[config.mk]
export PLATFORM = sky130hd
export DESIGN_NAME = pipe_ctrl
export DESIGN_NICKNAME = d
export VERILOG_FILES = /design/src/rtl/pipe_ctrl.sv
export SDC_FILE = /design/constraint.sdc
export NUM_CORES = 1
export LEC_CHECK = 0
export BUFFER_PORTS_ARGS = -buffer_cell sky130_fd_sc_hd__buf_2
export CORE_UTILIZATION = 41
export DETAILED_ROUTE_END_ITERATION = 6
export GPL_TIMING_DRIVEN = 0
export PLACE_DENSITY = 0.78
export SYNTH_ARGS = -nofsm -noshare
export SYNTH_HDL_FRONTEND = slang
export SYNTH_SLANG_ARGS = --single-unit
[constraint.sdc]
create_clock -name clk -period 2.85 [get_ports clk]
set_input_delay 0.285 -clock clk [delete_from_list [all_inputs] [get_ports clk]]
set_output_delay 0.285 -clock clk [all_outputs]
set_load 0.1 [all_outputs]
[src/rtl/pipe_ctrl.sv]
// -----------------------------------------------------------------------------
// pipe_ctrl - central stall/flush controller for the 5-stage MIPS pipeline.
//
// Merges the stage stall requests into a per-stage hold vector, converts a
// MEM-stage exception into a flush lasting FLUSH_CYCLES cycles together with
// a redirect PC, and raises a sticky flag when stall requests persist for
// MAX_STALL consecutive cycles.
//
// Optional build macro: PIPE_CTRL_PERF_EN
//   defined   -> perf_stall_cycles_o / perf_flush_cnt_o are live 32-bit counters
//   undefined -> both ports are tied to zero (no counter flops)
//
// Handshake: there is no valid/ready pairing here. stall_o is a level that
// consumers sample every cycle; flush_o is a level, and new_pc_o is only
// meaningful while flush_o is high.
//
// Ports:
//   clk, rst             clock; synchronous active-high reset
//   stallreq_id_i        load-use hazard stall request from ID
//   stallreq_exe_i       multi-cycle busy from EXE
//   stallreq_mem_i       data-bus wait from MEM
//   exception_type_i     MEM-stage exception code (0 = none, 0xE = ERET)
//   cp0_epc_i            current EPC from CP0
//   stall_o[5:0]         hold per stage: [0]pc [1]if [2]id [3]exe [4]mem [5]wb
//   flush_o              clear all pipeline registers
//   new_pc_o             redirect target, valid while flush_o=1
//   stall_timeout_o      sticky watchdog flag, cleared only by rst
//   perf_stall_cycles_o  cycles with any stage held
//   perf_flush_cnt_o     number of RUN->FLUSH transitions
//   fsm_state            debug view of the controller state (0=RUN, 1=FLUSH)
// -----------------------------------------------------------------------------
module pipe_ctrl #(
    parameter int unsigned FLUSH_CYCLES = 1,
    parameter int unsigned MAX_STALL    = 64,
    parameter logic [31:0] EXC_VECTOR   = 32'hBFC00380
) (
    input  logic        clk,
    input  logic        rst,
    input  logic        stallreq_id_i,
    input  logic        stallreq_exe_i,
    input  logic        stallreq_mem_i,
    input  logic [31:0] exception_type_i,
    input  logic [31:0] cp0_epc_i,
    output logic [5:0]  stall_o,
    output logic        flush_o,
    output logic [31:0] new_pc_o,
    output logic        stall_timeout_o,
    output logic [31:0] perf_stall_cycles_o,
    output logic [31:0] perf_flush_cnt_o,
    output logic        fsm_state
);

    localparam logic [2:0]  FLUSH_LOAD = 3'(FLUSH_CYCLES - 1);
    localparam logic [15:0] WD_MAX     = 16'(MAX_STALL);
    localparam logic [31:0] EXC_ERET   = 32'h0000000E;

    typedef enum logic {
        RUN   = 1'b0,
        FLUSH = 1'b1
    } state_t;

    state_t      state, state_next;
    logic [2:0]  flush_cnt, flush_cnt_next;
    logic [31:0] new_pc_next;
    logic [15:0] wd_cnt, wd_next;
    logic        timeout_next;
    logic        req_any;
    logic [5:0]  stall_req;

    assign req_any   = stallreq_id_i | stallreq_exe_i | stallreq_mem_i;
    assign flush_o   = (state == FLUSH);
    assign fsm_state = state;

    // The stalled stage and everything upstream of it are held; the stage
    // just downstream receives a bubble.
    always_comb begin
        stall_req = 6'b000000;
        if (stallreq_mem_i)      stall_req = 6'b011111;
        else if (stallreq_exe_i) stall_req = 6'b001111;
        else if (stallreq_id_i)  stall_req = 6'b000111;
    end

    always_comb begin
        state_next     = state;
        flush_cnt_next = flush_cnt;
        new_pc_next    = new_pc_o;
        wd_next        = wd_cnt;
        stall_o        = 6'b000000;

        case (state)
            RUN: begin
                // Requests still drive the stall vector in the detect cycle;
                // the flush takes over from the following cycle.
                stall_o = stall_req;
                if (exception_type_i != 32'h0) begin
                    state_next     = FLUSH;
                    flush_cnt_next = FLUSH_LOAD;
                    new_pc_next    = (exception_type_i == EXC_ERET) ? cp0_epc_i : EXC_VECTOR;
                    wd_next        = 16'h0;
                end else if (req_any) begin
                    wd_next = (wd_cnt == WD_MAX) ? wd_cnt : wd_cnt + 16'd1;
                end else begin
                    wd_next = 16'h0;
                end
            end
            FLUSH: begin
                // Flush overrides stall; exceptions arriving now are dropped.
                wd_next = 16'h0;
                if (flush_cnt == 3'd0) state_next = RUN;
                else                   flush_cnt_next = flush_cnt - 3'd1;
            end
            default: state_next = RUN;
        endcase

        // Looking at the next count makes the flag visible the cycle after
        // the watchdog count reaches its limit.
        timeout_next = stall_timeout_o | (wd_next == WD_MAX);
    end

    always_ff @(posedge clk) begin
        if (rst) begin
            state           <= RUN;
            flush_cnt       <= 3'd0;
            new_pc_o        <= 32'h0;
            wd_cnt          <= 16'h0;
            stall_timeout_o <= 1'b0;
        end else begin
            state           <= state_next;
            flush_cnt       <= flush_cnt_next;
            new_pc_o        <= new_pc_next;
            wd_cnt          <= wd_next;
            stall_timeout_o <= timeout_next;
        end
    end

`ifdef PIPE_CTRL_PERF_EN
    always_ff @(posedge clk) begin
        if (rst) begin
            perf_stall_cycles_o <= 32'h0;
            perf_flush_cnt_o    <= 32'h0;
        end else begin
            if (stall_o != 6'b000000)
                perf_stall_cycles_o <= perf_stall_cycles_o + 32'd1;
            if (state == RUN && state_next == FLUSH)
                perf_flush_cnt_o <= perf_flush_cnt_o + 32'd1;
        end
    end
`else
    assign perf_stall_cycles_o = 32'h0;
    assign perf_flush_cnt_o    = 32'h0;
`endif

endmodule

-- Word level (Yosys, flattened, before mapping)
Index checks and enable logic that the tools add are counted.
Widths: inputs -> output; s select.
- bits in registers: 53
- latch bits: 0
- bits in writable memories: 0
- bits in read-only memories: 0
- input bits: 69
- logic and storage cells: 35
- memories: 0
- $add $sub $neg: 2
- multipliers: 0
- divide/modulo/power cells: 0
- magnitude comparators: 0
- equality and inequality tests: 5
- shifts and indexed selects: 0
- multiplexer cells: 15
- bitwise logic cells: 4
- reduce and logical (&&, ||, !) cells: 4
- operators with widths (kind ; count):
    $mux 16 ; 3
    $eq 16x7->1 const B ; 2
    $eq 32x4->1 const B ; 1
    $mux 32 ; 1
    $pmux 16 s2 ; 1
    $reduce_bool 32->1 ; 1
    $add 16x1->16 const B ; 1
    $mux 6 ; 2
    $mux 3 ; 3
    $pmux 3 s2 ; 1
    $mux 4 ; 1
    $ne 2x2->1 const B ; 2
    $reduce_and 2->1 ; 2
    $logic_not 3->1 ; 1
    $or 1x1->1 ; 3
    $sub 3x1->3 const B ; 1
    $mux 1 ; 2
    $pmux 1 s2 ; 1
    $not 1->1 ; 1

-- Logic depth before layout (Yosys ltp)
- depth after elaboration: 7
- mapped depth: 8
- gate-level depth less buffers: 8

-- Worst setup path after synthesis
OpenSTA, ideal clock, no wires.
- path kind: register to register
- start point: register state (netlist: flush_o)
- end point: register stall_timeout_o
- library setup time: 74 ps
- data arrival time: 3372 ps
- required time: 2776 ps
- slack: -596 ps
- cell stages (with the launch flop): 5
- path buffers: 0
- cell sequence: dfxtp_1 > nor2_1 > nand3_1 > o41a_1 > a31oi_1
- word-level cells in the longest chain between the ends: 4
- RTL lines (item ; RTL line ; RTL):
    start: declaration ; 62 ; state_t state, state_next;
    start signal: assignment ; 128 ; state <= state_next;
    $not 1->1 ; -- ;
    $pmux 16 s2 * ; 90 ; case (state)
    $eq 16x7->1 * ; 117 ; timeout_next = stall_timeout_o | (wd_next == WD_MAX);
    $or 1x1->1 * ; 117 ;
    end signal: assignment ; 132 ; stall_timeout_o <= timeout_next;
    end: declaration ; 47 ; output logic stall_timeout_o,
Every way passes the cells marked *; elsewhere a longest branch is shown, timed or not.
A chain may end at the register's enable or synchronous reset.

-- Worst setup path in the final report
- start point: register wd_cnt[0]
- end point: register stall_timeout_o
- word-level cells in the longest chain between the ends: 7
- RTL lines (item ; RTL line ; RTL):
    start: declaration ; 65 ; logic [15:0] wd_cnt, wd_next;
    start signal: assignment ; 131 ; wd_cnt <= wd_next;
    $add 16x1->16 / $eq 16x7->1 (equally long branches) ; 101 ; wd_next = (wd_cnt == WD_MAX) ? wd_cnt : wd_cnt + 16'd1;
    $mux 16 * ; 101 ;
    $mux 16 * ; 100 ; end else if (req_any) begin
    $mux 16 * ; 95 ; if (exception_type_i != 32'h0) begin
    $pmux 16 s2 * ; 90 ;
    $eq 16x7->1 * ; 117 ;
    $or 1x1->1 * ; 117 ;
Marked as above.

==> flow_metrics.tcl <==
set metrics [dict create \
    outcome "completed" \
    grt_remaining_overflow 0 \
    ctsResizeCount 0 \
    timing_max_transition_violations_final 0 \
    grt_max_degree 16 \
    globalplace.congestion 0.816 \
    placement.io_buffers 108 \
    cp_slowest_cell "dfxtp_1" \
    cts_setup_buffers 0 \
    timing_worst_slew_pin_value_ps 505 \
    finalNetCount 595 \
    synth_common_cells "72 x nor2_1, 69 x buf_4, 53 x dfxtp_1" \
    die_width_um 85.4 \
    clock_tree_from_tritoncts "done" \
    clock_path_buffers 2 \
    synth_top_cell_by_area "dfxtp_1" \
    antenna-diode-count 0 \
    synth-async-reset-ratio_pct 0 \
    postCtsHoldBufs 0 \
    groute.usage.overall_pct 18.2 \
    max_slew_margin_pct 66.0 \
    detail_route.first_pass.iterations 4 \
    fraction_of_the_mapped_netlist_area_in_adder_cells_pct 1.75 \
    h_tree_levels 2 \
    timing_worst_setup_path_type "register to register" \
    worstSetupStartpointType "register" \
    rsz0062_at_grt "no" \
    layout-area-overhead-vs-synth_pct 33.9 \
    kind_of_capture_point_of_the_worst_setup_path "register" \
    routed_wire_length_per_instance_um 10.9 \
    hold_depth 3 \
    antenna_left 0 \
    finalWirelength_mm 6.58 \
    period_minus_slack_ps 2140 \
    most_used_standard_cell_by_instance_count_after_synthesis "nor2_1" \
    data_arrival_critical_path_ps 2380 \
    synth_top_cells_by_area "dfxtp_1 37%, buf_4 18%, nor2_1 9.5%" \
    cp_max_fo 7 \
    synth_top_family_by_area "simple AND/OR/NAND/NOR gates" \
    seq_area_frac_synth_pct 37.2 \
    synth_simple_gate_area_share_pct 24.6 \
    cap_violations 0 \
    p_per_area_nw_per_um2 497 \
    floorplan.core_area_um2 6760 \
    vias 2715 \
    synth.avg_cell_area_um2 8.32 \
    power.ir.vdd_worst_mv 0.331 \
    clkLatencyLatePin_ps 300 \
    wire_length_of_the_first_global_routing_pass_mm 10.8 \
    yosys_warnings 0 \
    syn-instance-count 343 \
    xor_xnor_portion_of_the_synthesized_cell_area_pct 4.60 \
    setup-violations-final 0 \
    grt_antenna_before_repair 0 \
    synth_edf_count 0 \
    drt-vias-per-instance 4.50 \
    synth_largest_type_area_fraction_pct 37.2 \
    numCtsBuffers 5 \
    hold_viol 0 \
    timing.hold.ws_ps 212 \
    synth_top_flop_cell "dfxtp_1" \
    synth_area_in_compound_gates_pct 8.90 \
    worstPathCellList "inv_1, ha_1, nor3b_1, nand4_2, mux2_4, and4_4, o41a_1, a31oi_1" \
    drive_gt1_share_pct 37.1 \
    hpwlAfterDp_mm 5.26 \
    r2r_cells 8 \
    timing.critical_path.required_ps 3090 \
    initial_utilization_pct 42.2 \
    clock-sinks 53 \
    synth-seq-cells 53 \
    drt_iter0_markers 97 \
    setup-tns-final_ps 0 \
    grt_pass1_vias 2451 \
    achievable-frequency_ghz 0.466 \
    die_height_um 85.4 \
    io_pins 174 \
    netlist_area_um2 2850 \
    cell_rows 30 \
    timing.clock.skew_ps 5.48 \
    die_area_um2 7300 \
    total_leakage_power_nw 1.87 \
    fin_crit_sh_pct 75.3 \
    clkTransAtPathRegs_ps 90 \
    synth.lib_cells_used.distinct 39 \
    ctsRootBufferMaster "clkbuf_8" \
    min-delay-path-class "input port to register" \
    portion_of_netlist_area_occupied_by_mux_cells_pct 1.67 \
    post-route-drc-count 0 \
    crit_path_max_incr_delay_ps 390 \
]
-- metal layers --
layer / wire [um] / part of all wire (%) / up-vias / GRT usage (%)
met3: 490 / 7.4 / 9 / 5.45
li1: - / - / 1396 / -
met2: 3230 / 49 / 98 / 31.7
met1: 2770 / 42 / 1212 / 21.1
met5: 0 / 0 / - / 0
met4: 90 / 1.4 / 0 / 6.21
-- cells in the final DEF, fill, tap and decap left out, types with 6 or more instances in the layout --
master / Yosys / layout
inv_1: 8 / 8
buf_2: 1 / 109
nor3_1: 17 / 17
a22oi_1: 20 / 20
dfxtp_1: 53 / 53
nand3_1: 6 / 6
buf_4: 69 / 69
clkbuf_1: 11 / 13
nand4_1: 13 / 13
nor2_1: 72 / 71
nor4_1: 8 / 8
xnor2_1: 10 / 10
conb_1: 1 / 65
-- power breakdown --
part / internal (W) / switching [W]
Combinational: 0.000126 / 0.000598
Sequential: 0.000755 / 0.00000895
Clock: 0.000174 / 0.000238
Total: 0.00105 / 0.000845
-- state kept, by name, summed over array words and instances (netlist names) --
name and count:
new_pc_o 32, wd_cnt 16, flush_cnt 3, flush_o 1, stall_timeout_o 1
-- path summary, 6_finish.rpt --
check / from / to / slack, ps
hold reg to reg: flush_cnt[0]$_SDFFE_PP0P_ / flush_cnt[0]$_SDFFE_PP0P_ / 470
setup / recovery: wd_cnt[0]$_SDFF_PP0_ / stall_timeout_o$_SDFF_PP0_ / 710
hold / removal: cp0_epc_i[6] / new_pc_o[6]$_SDFFE_PP0P_ / 210
setup reg to reg: wd_cnt[0]$_SDFF_PP0_ / stall_timeout_o$_SDFF_PP0_ / 710
-- worst max-delay path, delay by kind of cell, from the launching register on --
kind | cells | cell delay, ps
and+or+nand+nor | 3 | 640
AOI/OAI and AO/OA | 2 | 480
DFF | 1 | 390
muxes | 1 | 350
adders and majority gates | 1 | 150
buffers and inverters | 1 | 80
-- kinds of logic after synthesis --
kind of cell | after synthesis
buffers and inverters | 90
other | 1
flip-flops | 53
XOR/XNOR | 15
AO/OA/AOI/OAI | 36
adder cells (fa/ha/maj) | 4
AND/OR/NAND/NOR | 140
multiplexers | 4
-- stage by stage --
stage	area, um^2	setup slack, ps	util, %	std cells	total power (W)
floorplan	3100	35.3	-	407	0.00142
global placement	3740	575	55.3	595	0.00150
finish	3820	705	56.6	603	0.00190
CTS	3820	702	56.6	603	0.00191
detailed placement	3740	556	55.3	595	0.00150
global route	3820	521	56.6	603	0.00197
-- layout make-up --
class / instances / area (um^2)
inverters: 8 / 30.0
multi-input cells: 264 / 1430
well taps: 80 / 100
plain buffers: 82 / 576
clock inverters: 1 / 7.51
flip-flops and latches: 53 / 1060
clock buffers: 7 / 76.3
repair buffers: 108 / 541
fillers: 626 / 2940
(Power assumes the default switching activity.)
